## config.mk

```make
export PLATFORM = sky130hd
export DESIGN_NAME = ncl_counter_sequencer
export DESIGN_NICKNAME = d
export VERILOG_FILES = /design/src/rtl/ncl_seq_pkg.sv /design/src/rtl/ncl_sync2.sv /design/src/rtl/ncl_counter_sequencer.sv
export SDC_FILE = /design/constraint.sdc
export NUM_CORES = 1
export LEC_CHECK = 0
export ABC_AREA = 1
export CAP_MARGIN = 10
export CORE_MARGIN = 5
export CORE_UTILIZATION = 40
export CTS_CLUSTER_DIAMETER = 150
export DETAILED_ROUTE_END_ITERATION = 8
export SETUP_SLACK_MARGIN = 0.4
export SLEW_MARGIN = 5
export SYNTH_ARGS = -nofsm -noshare
export SYNTH_HDL_FRONTEND = slang
export SYNTH_SLANG_ARGS = --single-unit
```

## constraint.sdc

```tcl
create_clock -name clk -period 12.2 [get_ports clk]
set_clock_uncertainty 0.2 [all_clocks]
set_input_delay 2.44 -clock clk [delete_from_list [all_inputs] [get_ports clk]]
set_output_delay 2.44 -clock clk [all_outputs]
set_load 0.05 [all_outputs]
```

## src/rtl/ncl_seq_pkg.sv

```systemverilog
// Shared types and constants for the NCL counter sequencer: FSM state
// encoding, dual-rail digit codes and the default wait-state watchdog limit.
package ncl_seq_pkg;

    typedef enum logic [2:0] {
        S_IDLE,
        S_DATA,
        S_WAIT_ACK,
        S_NULL,
        S_WAIT_NACK,
        S_DONE
    } seq_state_t;

    localparam logic [1:0] NCL_NULL = 2'b00;
    localparam logic [1:0] NCL_D0   = 2'b01;
    localparam logic [1:0] NCL_D1   = 2'b10;

    localparam int          WD_W     = 12;
    localparam logic [11:0] WD_LIMIT = 12'd4095;

endpackage

```

## src/rtl/ncl_sync2.sv

```systemverilog
// Two-flop synchronizer for one asynchronous bit, cleared by init.
module ncl_sync2 (
    input  logic clk,
    input  logic init,
    input  logic d,
    output logic q
);

    logic meta;

    // Shift the raw bit through two flops before anyone downstream uses it.
    always_ff @(posedge clk or posedge init) begin
        if (init) begin
            meta <= 1'b0;
            q    <= 1'b0;
        end else begin
            meta <= d;
            q    <= meta;
        end
    end

endmodule

```

## src/rtl/ncl_counter_sequencer.sv

```systemverilog
// Clocked sequencer for an asynchronous NCL dual-rail counter: issues bursts
// of DATA/NULL wavefronts on cin, and captures the dual-rail sum digits into
// a binary word with per-digit completion.
// Optional build macro: NCL_SEQ_TIMEOUT_EN adds a 12-bit watchdog that
// aborts a burst stuck in WAIT_ACK or WAIT_NACK.
//
//   state       | meaning
//   ------------+-----------------------------------------------------
//   S_IDLE      | ready for a command, cin NULL
//   S_DATA      | first cycle of a DATA wavefront on cin
//   S_WAIT_ACK  | cin held DATA until digit 0 acknowledges
//   S_NULL      | single cycle driving NULL on cin
//   S_WAIT_NACK | cin NULL until digit 0 releases its acknowledge
//   S_DONE      | burst finished, done pulse follows
module ncl_counter_sequencer
    import ncl_seq_pkg::*;
#(
    parameter int WIDTH = 32,
    parameter int CNT_W = 16
) (
    input  logic                 clk,
    input  logic                 init,
    input  logic                 cmd_valid,
    output logic                 cmd_ready,
    input  logic [CNT_W-1:0]     cmd_count,
    input  logic                 cmd_inc,
    output logic [1:0]           cin,
    input  logic                 cin_ack,
    input  logic [2*WIDTH-1:0]   sum,
    output logic [WIDTH-1:0]     sum_ack,
    output logic                 word_valid,
    output logic [WIDTH-1:0]     word,
    output logic                 busy,
    output logic                 done,
    output logic                 err
);

    logic                 ack_s;
    logic [2*WIDTH-1:0]   sum_s;

    seq_state_t           state, state_nxt;
    logic [CNT_W-1:0]     remaining, remaining_nxt;
    logic                 inc_r, inc_r_nxt;
    logic [1:0]           cin_nxt;
    logic                 wd_expired;

    logic [WIDTH-1:0]     cap, got, cap_now, rail1, ack_nxt;
    logic                 digit_bad;

    ncl_sync2 u_sync_ack (.clk(clk), .init(init), .d(cin_ack), .q(ack_s));

    for (genvar g = 0; g < 2*WIDTH; g++) begin : g_sync_sum
        ncl_sync2 u_sync_sum (.clk(clk), .init(init), .d(sum[g]), .q(sum_s[g]));
    end

    assign cmd_ready = (state == S_IDLE);
    assign busy      = (state != S_IDLE);

`ifdef NCL_SEQ_TIMEOUT_EN
    logic [WD_W-1:0] wd_cnt;
    logic            in_wait;

    assign in_wait    = (state == S_WAIT_ACK) || (state == S_WAIT_NACK);
    assign wd_expired = in_wait && (wd_cnt == '0);

    // Down-count while waiting on digit 0; reload whenever a wait state is left.
    always_ff @(posedge clk or posedge init) begin
        if (init) begin
            wd_cnt <= WD_LIMIT - 12'd1;
        end else if (!in_wait) begin
            wd_cnt <= WD_LIMIT - 12'd1;
        end else if (wd_cnt != '0) begin
            wd_cnt <= wd_cnt - 12'd1;
        end
    end
`else
    assign wd_expired = 1'b0;
`endif

    // Next-state, burst bookkeeping and the next cin value.
    always_comb begin
        state_nxt     = state;
        remaining_nxt = remaining;
        inc_r_nxt     = inc_r;
        case (state)
            S_IDLE: begin
                if (cmd_valid) begin
                    remaining_nxt = cmd_count;
                    inc_r_nxt     = cmd_inc;
                    state_nxt     = (cmd_count == '0) ? S_DONE : S_DATA;
                end
            end
            S_DATA:      state_nxt = S_WAIT_ACK;
            S_WAIT_ACK: begin
                if (ack_s) begin
                    remaining_nxt = remaining - {{(CNT_W-1){1'b0}}, 1'b1};
                    state_nxt     = S_NULL;
                end
            end
            S_NULL:      state_nxt = S_WAIT_NACK;
            S_WAIT_NACK: begin
                if (!ack_s) state_nxt = (remaining != '0) ? S_DATA : S_DONE;
            end
            S_DONE:      state_nxt = S_IDLE;
            default:     state_nxt = S_IDLE;
        endcase
        if (wd_expired) begin
            state_nxt     = S_IDLE;
            remaining_nxt = '0;
        end
        cin_nxt = ((state_nxt == S_DATA) || (state_nxt == S_WAIT_ACK))
                  ? {inc_r_nxt, ~inc_r_nxt} : NCL_NULL;
    end

    // FSM registers; cin is registered so it can never glitch through 11.
    always_ff @(posedge clk or posedge init) begin
        if (init) begin
            state     <= S_IDLE;
            remaining <= '0;
            inc_r     <= 1'b0;
            cin       <= NCL_NULL;
            done      <= 1'b0;
        end else begin
            state     <= state_nxt;
            remaining <= remaining_nxt;
            inc_r     <= inc_r_nxt;
            cin       <= cin_nxt;
            done      <= (state == S_DONE);
        end
    end

    // Per-digit completion: rise on DATA (capturing rail1), fall on NULL, hold on 11.
    always_comb begin
        ack_nxt   = sum_ack;
        cap_now   = '0;
        rail1     = '0;
        digit_bad = 1'b0;
        for (int i = 0; i < WIDTH; i++) begin
            rail1[i] = sum_s[2*i+1];
            case (sum_s[2*i +: 2])
                NCL_NULL: ack_nxt[i] = 1'b0;
                NCL_D0, NCL_D1: begin
                    if (!sum_ack[i]) begin
                        ack_nxt[i] = 1'b1;
                        cap_now[i] = 1'b1;
                    end
                end
                default: digit_bad = 1'b1;
            endcase
        end
    end

    // Capture register and word assembly; a digit captured in the same cycle
    // as word_valid is credited to the following word.
    always_ff @(posedge clk or posedge init) begin
        if (init) begin
            sum_ack    <= '0;
            cap        <= '0;
            got        <= '0;
            word       <= '0;
            word_valid <= 1'b0;
            err        <= 1'b0;
        end else begin
            sum_ack <= ack_nxt;
            cap     <= (cap & ~cap_now) | (rail1 & cap_now);
            err     <= err | digit_bad | wd_expired;
            if (&got) begin
                word_valid <= 1'b1;
                word       <= cap;
                got        <= cap_now;
            end else begin
                word_valid <= 1'b0;
                got        <= got | cap_now;
            end
        end
    end

endmodule

```

==> summary.txt, run 1 <==
Synth Area per Inst -> 11.45 um^2
Layout cells sized above 1 -> 10.91%
Hold Crit Start -> g_sync_sum[42].u_sync_sum.meta
Largest net degree at the start of global routing -> 137
Clk Latency, worst-skew pair -> 0.54 ns
Fin crit share -> 39.48%
CTS hold repair buffers -> 0
Final net count -> 1205
Clk pin slew, worst setup/hold paths -> 0.06 ns
Setup tns final -> 0 ns
Aggregate global routing overflow -> 0
CTS buffer count -> 30
FF/Latch Area -> 0.007082 mm^2
Number of remaining DRC errors -> 0
Worst Tran Pin Value -> 1.045 ns
Post-synth EDFFs -> 0
Max Freq -> 207.6 MHz
Vias -> 6588
Unrepaired setup endpoints after global routing -> no
Place WS -> 7.318 ns
Worst setup margin -> 7.384 ns
Syn nets -> 1032
Commonest non-fill, non-tap cell in the layout -> dfrtp_1
Synth async-reset ratio -> 100.0%
Synth unique cells -> 26
CTS Root Cell -> clkbuf_16
Final Hold Viols -> 0
Ys Warns -> 0
Routed wire length -> 21160 um
Filler cells -> 2264
Die height -> 170.9 um
Max-slew violations -> 0
Mapped Cells -> 904
Crit-path cells -> nor2_1 > nand2_1 > inv_1 > clkdlybuf4s50_1
Worst path bufs/invs -> 2
Worst rel slew slack -> 30.19%
Initial antenna violation count -> 0
CP peak stage delay -> 0.79 ns
Routed WL per cell -> 14.80 um
Routed Antenna Nets -> 0
Outcome -> complete, no violations
Leakage -> 6.264 nW
Slowest-stage cell, CP -> clkdlybuf4s50_1
Number of register bits inferred by synthesis -> 283
Synth Flop Type -> dfrtp_1
CTS H-Tree Depth -> 1
Data required, critical path -> 9.56 ns
Pre-antenna DRT Iters -> 4
Initial core utilization -> 40.87%
Setup Buffers After CTS -> 0
Power Dens Cells -> 224.4 mW/mm^2
Type of the most critical hold path -> flip-flop to flip-flop
Post-DP HPWL -> 14440 um
Die Wd -> 170.9 um
Post-Syn Area -> 0.01035 mm^2
Number of global-route vias before repair -> 6838
CTS tree -> yes
Commonest cells after routing, fill and taps aside -> dfrtp_1, nand2_1, clkdlybuf4s50_1
WS Path Type -> flip-flop to output pin
Global-route wire length before repair -> 35230 um
CP endpoint kind -> output pin
Crit path launch type -> flip-flop
Setup violations, final -> 0
Num ports -> 156
Footprint of the multi-input gates -> 0.002954 mm^2
Sequential area share after synthesis -> 68.42%
Crit path DAT -> 2.18 ns
Reg2reg start -> got[0]
Routed vias/inst -> 4.607
PostCTS Resize Cnt -> 0
Inserted Diodes -> 0
Core box area -> 0.02533 mm^2
Core Rows -> 58
Max clock buf depth -> 3
Worst IR Drop VDD -> 0.0001382 V
# port buffers -> 155
Crit path time final -> 4.816 ns
CP top delay family -> buffers and inverters
Placer congestion estimate -> 0.8256
Worst Setup SP -> state[1]
Die ar. -> 0.02919 mm^2
DRT iter0 DRCs -> 441
Critical path peak fanout -> 7
Clk sinks -> 283
P&R area growth vs syn -> 28.04%
GRT Util Overall -> 14.91%
Max_cap viols -> 0
## Yosys cell counts (2+ instances only)
library cell	n	area, um^2
dfrtp_1	283	7082
nand2_1	240	900.9
inv_1	64	240.2
nand3_1	57	285.3
nor2_1	50	187.7
o21ai_0	49	245.2
ha_1	43	538.0
mux2_2	32	360.4
or2_2	30	187.7
buf_2	13	65.06
a21oi_1	9	45.04
nand4_1	9	56.30
nor4_1	6	37.54
nor3_1	4	20.02
clkbuf_1	3	11.26
xor2_1	2	17.52
## routing by layer
layer | wire (um) | track usage, % | share of wire [%] | vias to the layer above
met4 | 347 | 3.307 | 1.6 | 0
met5 | 0 | 0 | 0 | -
li1 | - | - | - | 3264
met2 | 10040 | 24.50 | 47 | 132
met1 | 9553 | 20.59 | 45 | 3164
met3 | 1221 | 3.235 | 5.8 | 28
## metrics by stage
step           hold slack, ns  power, mW  instance area (um^2)  cells  util, %
2_1_floorplan          0.1312      1.819                 10350    904        -
3_3_place_gp           0.1321      2.112                 12280   1375    48.49
3_5_place_dp           0.1347      2.131                 12280   1375    48.49
4_1_cts                0.1351      3.019                 13250   1430    52.33
5_1_grt                0.1505      3.160                 13250   1430    52.33
6_report               0.1288      2.975                 13250   1430    52.33
## worst reg2reg max path: stages (launching register included)
cell and delay, ns:
dfrtp_1 0.35, nand2_1 0.06, nor2_1 0.17, nand4_1 0.20, nor2_4 0.86, nand2_2 0.64, buf_4 0.49, nand2_1 0.13
nand2_1 0.06
## power by group
group / internal, mW / leakage, nW / switching, mW
registers: 1.11 / 3.28 / 0.109
logic: 0.294 / 2.51 / 0.594
clock network: 0.515 / 0.474 / 0.357
## layout make-up
cell class	count	area share (%)
Clock buffer	41	6.514
Clock inverter	14	0.8213
Inverter	65	1.897
Multi-Input combinational cell	538	22.29
Sequential cell	283	53.43
Tap cell	330	3.115
Timing Repair Buffer	159	11.93
## logic make-up (layout without fill, tap and decap cells)
| logic type | Yosys count | in the layout | synth area share [%] |
|---|---|---|---|
| compound gates | 61 | 61 | 3.022 |
| xor+xnor | 3 | 3 | 0.2539 |
| fa+ha+maj | 43 | 43 | 5.198 |
| buf+inv | 83 | 279 | 3.203 |
| flops | 283 | 283 | 68.42 |
| mux | 32 | 32 | 3.481 |
| simple gates | 399 | 399 | 16.43 |
## worst paths after layout
kind	endpoint	slack, ns	cells after the start
min reg2reg	g_sync_sum[42].u_sync_sum.q	0.13	0
min	g_sync_sum[42].u_sync_sum.q	0.13	0
max in group asynchronous	got[21]	7.96	3
max	cmd_ready	7.38	4
max reg2reg	got[24]	8.94	8
min in group asynchronous	g_sync_sum[9].u_sync_sum.meta	2.29	2
No activity file was read; power rests on OpenSTA's default activity.
==> run 2: changes to the inputs <==
Clock period 12.2 ns to 4.2 ns, I/O delays scaled along.
==> summary.txt, run 2 (synthesized netlist as in run 1, its figures left out) <==
Commonest cells after routing, fill and taps aside -> dfrtp_1, nand2_1, clkdlybuf4s50_1
Fin Hold WS -> 0.1443 ns (+0.01545 ns)
Core Rows -> 58 (unchanged)
Placer congestion estimate -> 0.8305 (+0.59%)
Pre-antenna DRT Iters -> 4 (unchanged)
Clk Latency, worst-skew pair -> 0.55 ns (about the same)
DRT iter0 DRCs -> 343 (-22%)
Outcome -> complete, no violations
Clk sinks -> 283 (unchanged)
Post-DP HPWL -> 14760 um (+2.2%)
Footprint of the multi-input gates -> 0.002954 mm^2 (unchanged)
Final net count -> 1214 (+0.75%)
Number of global-route vias before repair -> 6706 (-1.9%)
Data required, critical path -> 3.16 ns (-6.40 ns)
Initial antenna violation count -> 0 (unchanged)
Crit path launch type -> flip-flop
CTS tree -> yes
Clk pin slew, worst setup/hold paths -> 0.06 ns (about the same)
FF/Latch Area -> 0.007082 mm^2 (unchanged)
Routed wire length -> 20970 um (-0.90%)
Die height -> 170.9 um (unchanged)
Routed WL per cell -> 14.56 um (-1.6%)
Setup tns final -> 0 ns (unchanged)
Num ports -> 156 (unchanged)
WS Path Type -> flip-flop to output pin
Commonest non-fill, non-tap cell in the layout -> dfrtp_1
Max Freq -> 309.2 MHz
Final Hold Viols -> 0 (unchanged)
PostCTS Resize Cnt -> 0 (unchanged)
Worst rel slew slack -> 44.20% (+14 points)
Critical path peak fanout -> 7 (unchanged)
Unrepaired setup endpoints after global routing -> no
CTS buffer count -> 30 (unchanged)
Power Dens Cells -> 665.2 mW/mm^2 (+200%)
Fin crit share -> 77.01%
P&R area growth vs syn -> 30.52%
Worst IR Drop VDD -> 0.0004707 V (+240%)
Max_cap viols -> 0 (unchanged)
Leakage -> 6.392 nW (+2.0%)
Type of the most critical hold path -> flip-flop to flip-flop
Inserted Diodes -> 0 (unchanged)
Placed Area -> 0.01240 mm^2 (+0.93%)
CP endpoint kind -> output pin
Final instance area -> 0.01351 mm^2 (+1.9%)
Max clock buf depth -> 3 (unchanged)
Routed vias/inst -> 4.595 (-0.26%)
Layout cells sized above 1 -> 12.07% (+1.2 points)
Number of remaining DRC errors -> 0 (unchanged)
CTS hold repair buffers -> 0 (unchanged)
Filler cells -> 2213 (-2.3%)
Largest net degree at the start of global routing -> 52 (-62%)
Global-route wire length before repair -> 34600 um (-1.8%)
Fin util -> 53.34% (+1.0 points)
Setup Buffers After CTS -> 0 (unchanged)
CTS Root Cell -> clkbuf_16
Die Wd -> 170.9 um (unchanged)
Routed Antenna Nets -> 0 (unchanged)
Crit-path cells -> nor2_1 > nand2_1 > inv_1 > clkdlybuf4s50_1
CP peak stage delay -> 0.80 ns (about the same)
Core box area -> 0.02533 mm^2 (unchanged)
Initial core utilization -> 40.87% (unchanged)
Crit path DAT -> 2.19 ns (about the same)
Crit path time final -> 3.234 ns
Slowest-stage cell, CP -> clkdlybuf4s50_1
Worst Tran Pin Value -> 0.8353 ns (-0.2095 ns)
Die ar. -> 0.02919 mm^2 (unchanged)
Vias -> 6617 (+0.44%)
Aggregate global routing overflow -> 0 (unchanged)
Setup violations, final -> 0 (unchanged)
GRT Util Overall -> 14.67% (-0.24 points)
CTS H-Tree Depth -> 1 (unchanged)
# port buffers -> 155 (unchanged)
Max-slew violations -> 0 (unchanged)
-- run 2: critical path, delay by kind of cell (launching register included) --
kind,cells,cell delay (ns)
simple gates,2,0.34
flops,1,0.44
buf+inv,2,0.86
-- run 2: path summary, 6_finish.rpt --
| check | slack (ns) | depth (start not counted) | end | from |
|---|---|---|---|---|
| setup reg to reg | 1.95 | 8 | got[22] | got[20] |
| min in group asynchronous | 0.60 | 2 | g_sync_sum[21].u_sync_sum.meta | init |
| setup / recovery | 0.97 | 4 | cmd_ready | state[1] |
| max in group asynchronous | 2.32 | 3 | g_sync_sum[13].u_sync_sum.q | init |
| hold / removal | 0.14 | 0 | g_sync_sum[22].u_sync_sum.q | g_sync_sum[22].u_sync_sum.meta |
| hold reg to reg | 0.14 | 0 | g_sync_sum[22].u_sync_sum.q | g_sync_sum[22].u_sync_sum.meta |
-- run 2: through the flow --
step / worst slack (ns) / total power, mW / cells
final: 0.9656 / 8.987 / 1440
after CTS: 0.9318 / 9.125 / 1440
after detailed placement: 1.520 / 6.210 / 1384
after floorplan: -0.5893 / 5.283 / 904
after global placement: 1.532 / 6.164 / 1384
after global routing: 0.8172 / 9.534 / 1440
-- run 2: area by class of cell --
cell class              instances  share of cell area, %
flip-flops and latches        283                  52.42
clock buffers                  37                  6.196
multi-input cells             538                  21.87
repair buffers                168                  12.58
clock inverters                19                  2.056
well taps                     330                  3.056
inverters                      65                  1.834
-- run 2: per-layer routing --
metal / global-route usage (%) / wire, um / vias to the layer above
met3: 3.165 / 1299 / 29
met2: 24.02 / 9886 / 148
met5: 0 / 0 / -
met4: 3.858 / 349 / 0
li1: - / - / 3282
met1: 20.08 / 9436 / 3158
-- run 2: report_power, final --
part	internal [mW]	switching, mW
registers	3.21	0.302
clock network	1.79	1.08
logic	0.879	1.73
total	5.88	3.11
==> run 3: changes to the inputs <==
Clock period 4.2 ns to 2.7 ns, I/O delays scaled along.
==> summary.txt, run 3 (synthesized netlist as in run 1, its figures left out) <==
Final Hold Viols -> 0 (unchanged)
Clk pin slew, worst setup/hold paths -> 0.06 ns (about the same)
CP Depth -> 1 (-3)
CP top delay family -> buffers and inverters
CTS buffer count -> 31 (+3.3%)
CTS tree -> yes
Fin util -> 52.99% (-0.36 points)
DRT iter0 DRCs -> 414 (+21%)
CTS Root Cell -> clkbuf_16
Slowest-stage cell, CP -> dlygate4sd2_1
P&R area growth vs syn -> 29.65%
Non-filler cells, final -> 1443 (+0.21%)
Data required, critical path -> 1.96 ns (-1.20 ns)
Placer congestion estimate -> 0.8409 (+1.3%)
CP peak stage delay -> 0.56 ns (-0.24 ns)
CP endpoint kind -> output pin
Pre-antenna DRT Iters -> 4 (unchanged)
Number of remaining DRC errors -> 0 (unchanged)
Final net count -> 1216 (+0.16%)
Initial antenna violation count -> 0 (unchanged)
GRT Util Overall -> 14.64% (-0.031 points)
Reg2reg start -> state[0]
Leakage -> 6.533 nW (+2.2%)
Dpl cells -> 1385 (+0.072%)
Layout cells sized above 1 -> 12.67% (+0.60 points)
Die ar. -> 0.02919 mm^2 (unchanged)
Routed vias/inst -> 4.578 (-0.37%)
Post-DP HPWL -> 14910 um (+1.0%)
Worst IR Drop VDD -> 0.0007151 V (+52%)
Worst rel slew slack -> 55.39% (+11 points)
Num ports -> 156 (unchanged)
Setup violations, final -> 0 (unchanged)
Footprint of the multi-input gates -> 0.002962 mm^2 (+0.25%)
Routed Antenna Nets -> 0 (unchanged)
Max-slew violations -> 0 (unchanged)
Reg2Reg Depth -> 7 (-1)
Initial core utilization -> 40.87% (unchanged)
Outcome -> complete, no violations
Clk sinks -> 283 (unchanged)
Crit path DAT -> 1.49 ns (-0.70 ns)
Routed wire length -> 21010 um (+0.19%)
Routed WL per cell -> 14.56 um (about the same)
Power Dens Cells -> 1031 mW/mm^2 (+55%)
Worst Tran Pin Value -> 0.6685 ns (-0.1668 ns)
CTS hold repair buffers -> 0 (unchanged)
CTS H-Tree Depth -> 1 (unchanged)
Fin crit share -> 82.52%
Crit-path cells -> dlygate4sd2_1
Unrepaired setup endpoints after global routing -> no
Vias -> 6606 (-0.17%)
Crit path time final -> 2.228 ns
Crit path launch type -> flip-flop
Clk Latency, worst-skew pair -> 0.55 ns (about the same)
Max Freq -> 448.8 MHz
Die height -> 170.9 um (unchanged)
FF/Latch Area -> 0.007083 mm^2 (about the same)
Type of the most critical hold path -> input pin to asynchronous set/reset pin
WS Path Type -> flip-flop to output pin
Number of global-route vias before repair -> 6737 (+0.46%)
Largest net degree at the start of global routing -> 70 (+35%)
Commonest non-fill, non-tap cell in the layout -> dfrtp_1
Total chip power -> 13.84 mW (+54%)
Setup tns final -> 0 ns (unchanged)
Aggregate global routing overflow -> 0 (unchanged)
Die Wd -> 170.9 um (unchanged)
Max_cap viols -> 0 (unchanged)
Critical path peak fanout -> 2 (-5)
Worst path bufs/invs -> 1 (-1)
Worst Setup SP -> word[12]
Commonest cells after routing, fill and taps aside -> dfrtp_1, nand2_1, clkdlybuf4s50_1
Place WS -> 0.4976 ns (-1.023 ns)
Core Rows -> 58 (unchanged)
Filler cells -> 2275 (+2.8%)
Global-route wire length before repair -> 34560 um (-0.14%)
Worst setup margin -> 0.4721 ns (-0.4935 ns)
# port buffers -> 155 (unchanged)
Inserted Diodes -> 0 (unchanged)
Max clock buf depth -> 3 (unchanged)
Core box area -> 0.02533 mm^2 (unchanged)
run 3: what timing repair did:
item,4_1_cts,5_1_grt
cloned,0,0
setup endpoints to repair,71,3
resized for setup,71,5
setup buffers,0,0
pin swaps,0,0
run 3: final timing paths:
check / end / slack (ns)
max in group asynchronous: remaining[7] / 1.51
min: sum_ack[9] / 0.12
min reg2reg: g_sync_sum[24].u_sync_sum.q / 0.14
max: word[12] / 0.47
max reg2reg: remaining[4] / 0.71
min in group clk: g_sync_sum[24].u_sync_sum.q / 0.14
run 3: power by group:
| part | switching, mW | internal (mW) | total (mW) |
|---|---|---|---|
| Sequential | 0.477 | 4.99 | 5.47 |
| Clock | 1.72 | 2.75 | 4.46 |
| Combinational | 2.71 | 1.19 | 3.90 |
run 3: through the flow:
stage	cell area (um^2)	hold slack (ns)
final	13420	0.1192
after global routing	13420	0.1008
after CTS	13420	0.09149
after detailed placement	12390	0.1347
after global placement	12390	0.1314
after floorplan	10350	0.1312
run 3: final cells by class:
cell class / count / share of cell area (%)
sequential: 283 / 52.78
multi-input combinational: 538 / 22.07
timing repair buffer: 169 / 11.93
clock buffer: 34 / 6.013
tap: 330 / 3.077
clock inverter: 24 / 2.284
inverter: 65 / 1.846
run 3: layer usage:
metal	vias to the layer above	track usage [%]	wire [um]
met1	3142	20.26	9550
met2	145	23.74	9792
met4	0	3.858	427
li1	3291	-	-
met5	-	0	0
met3	28	3.119	1241
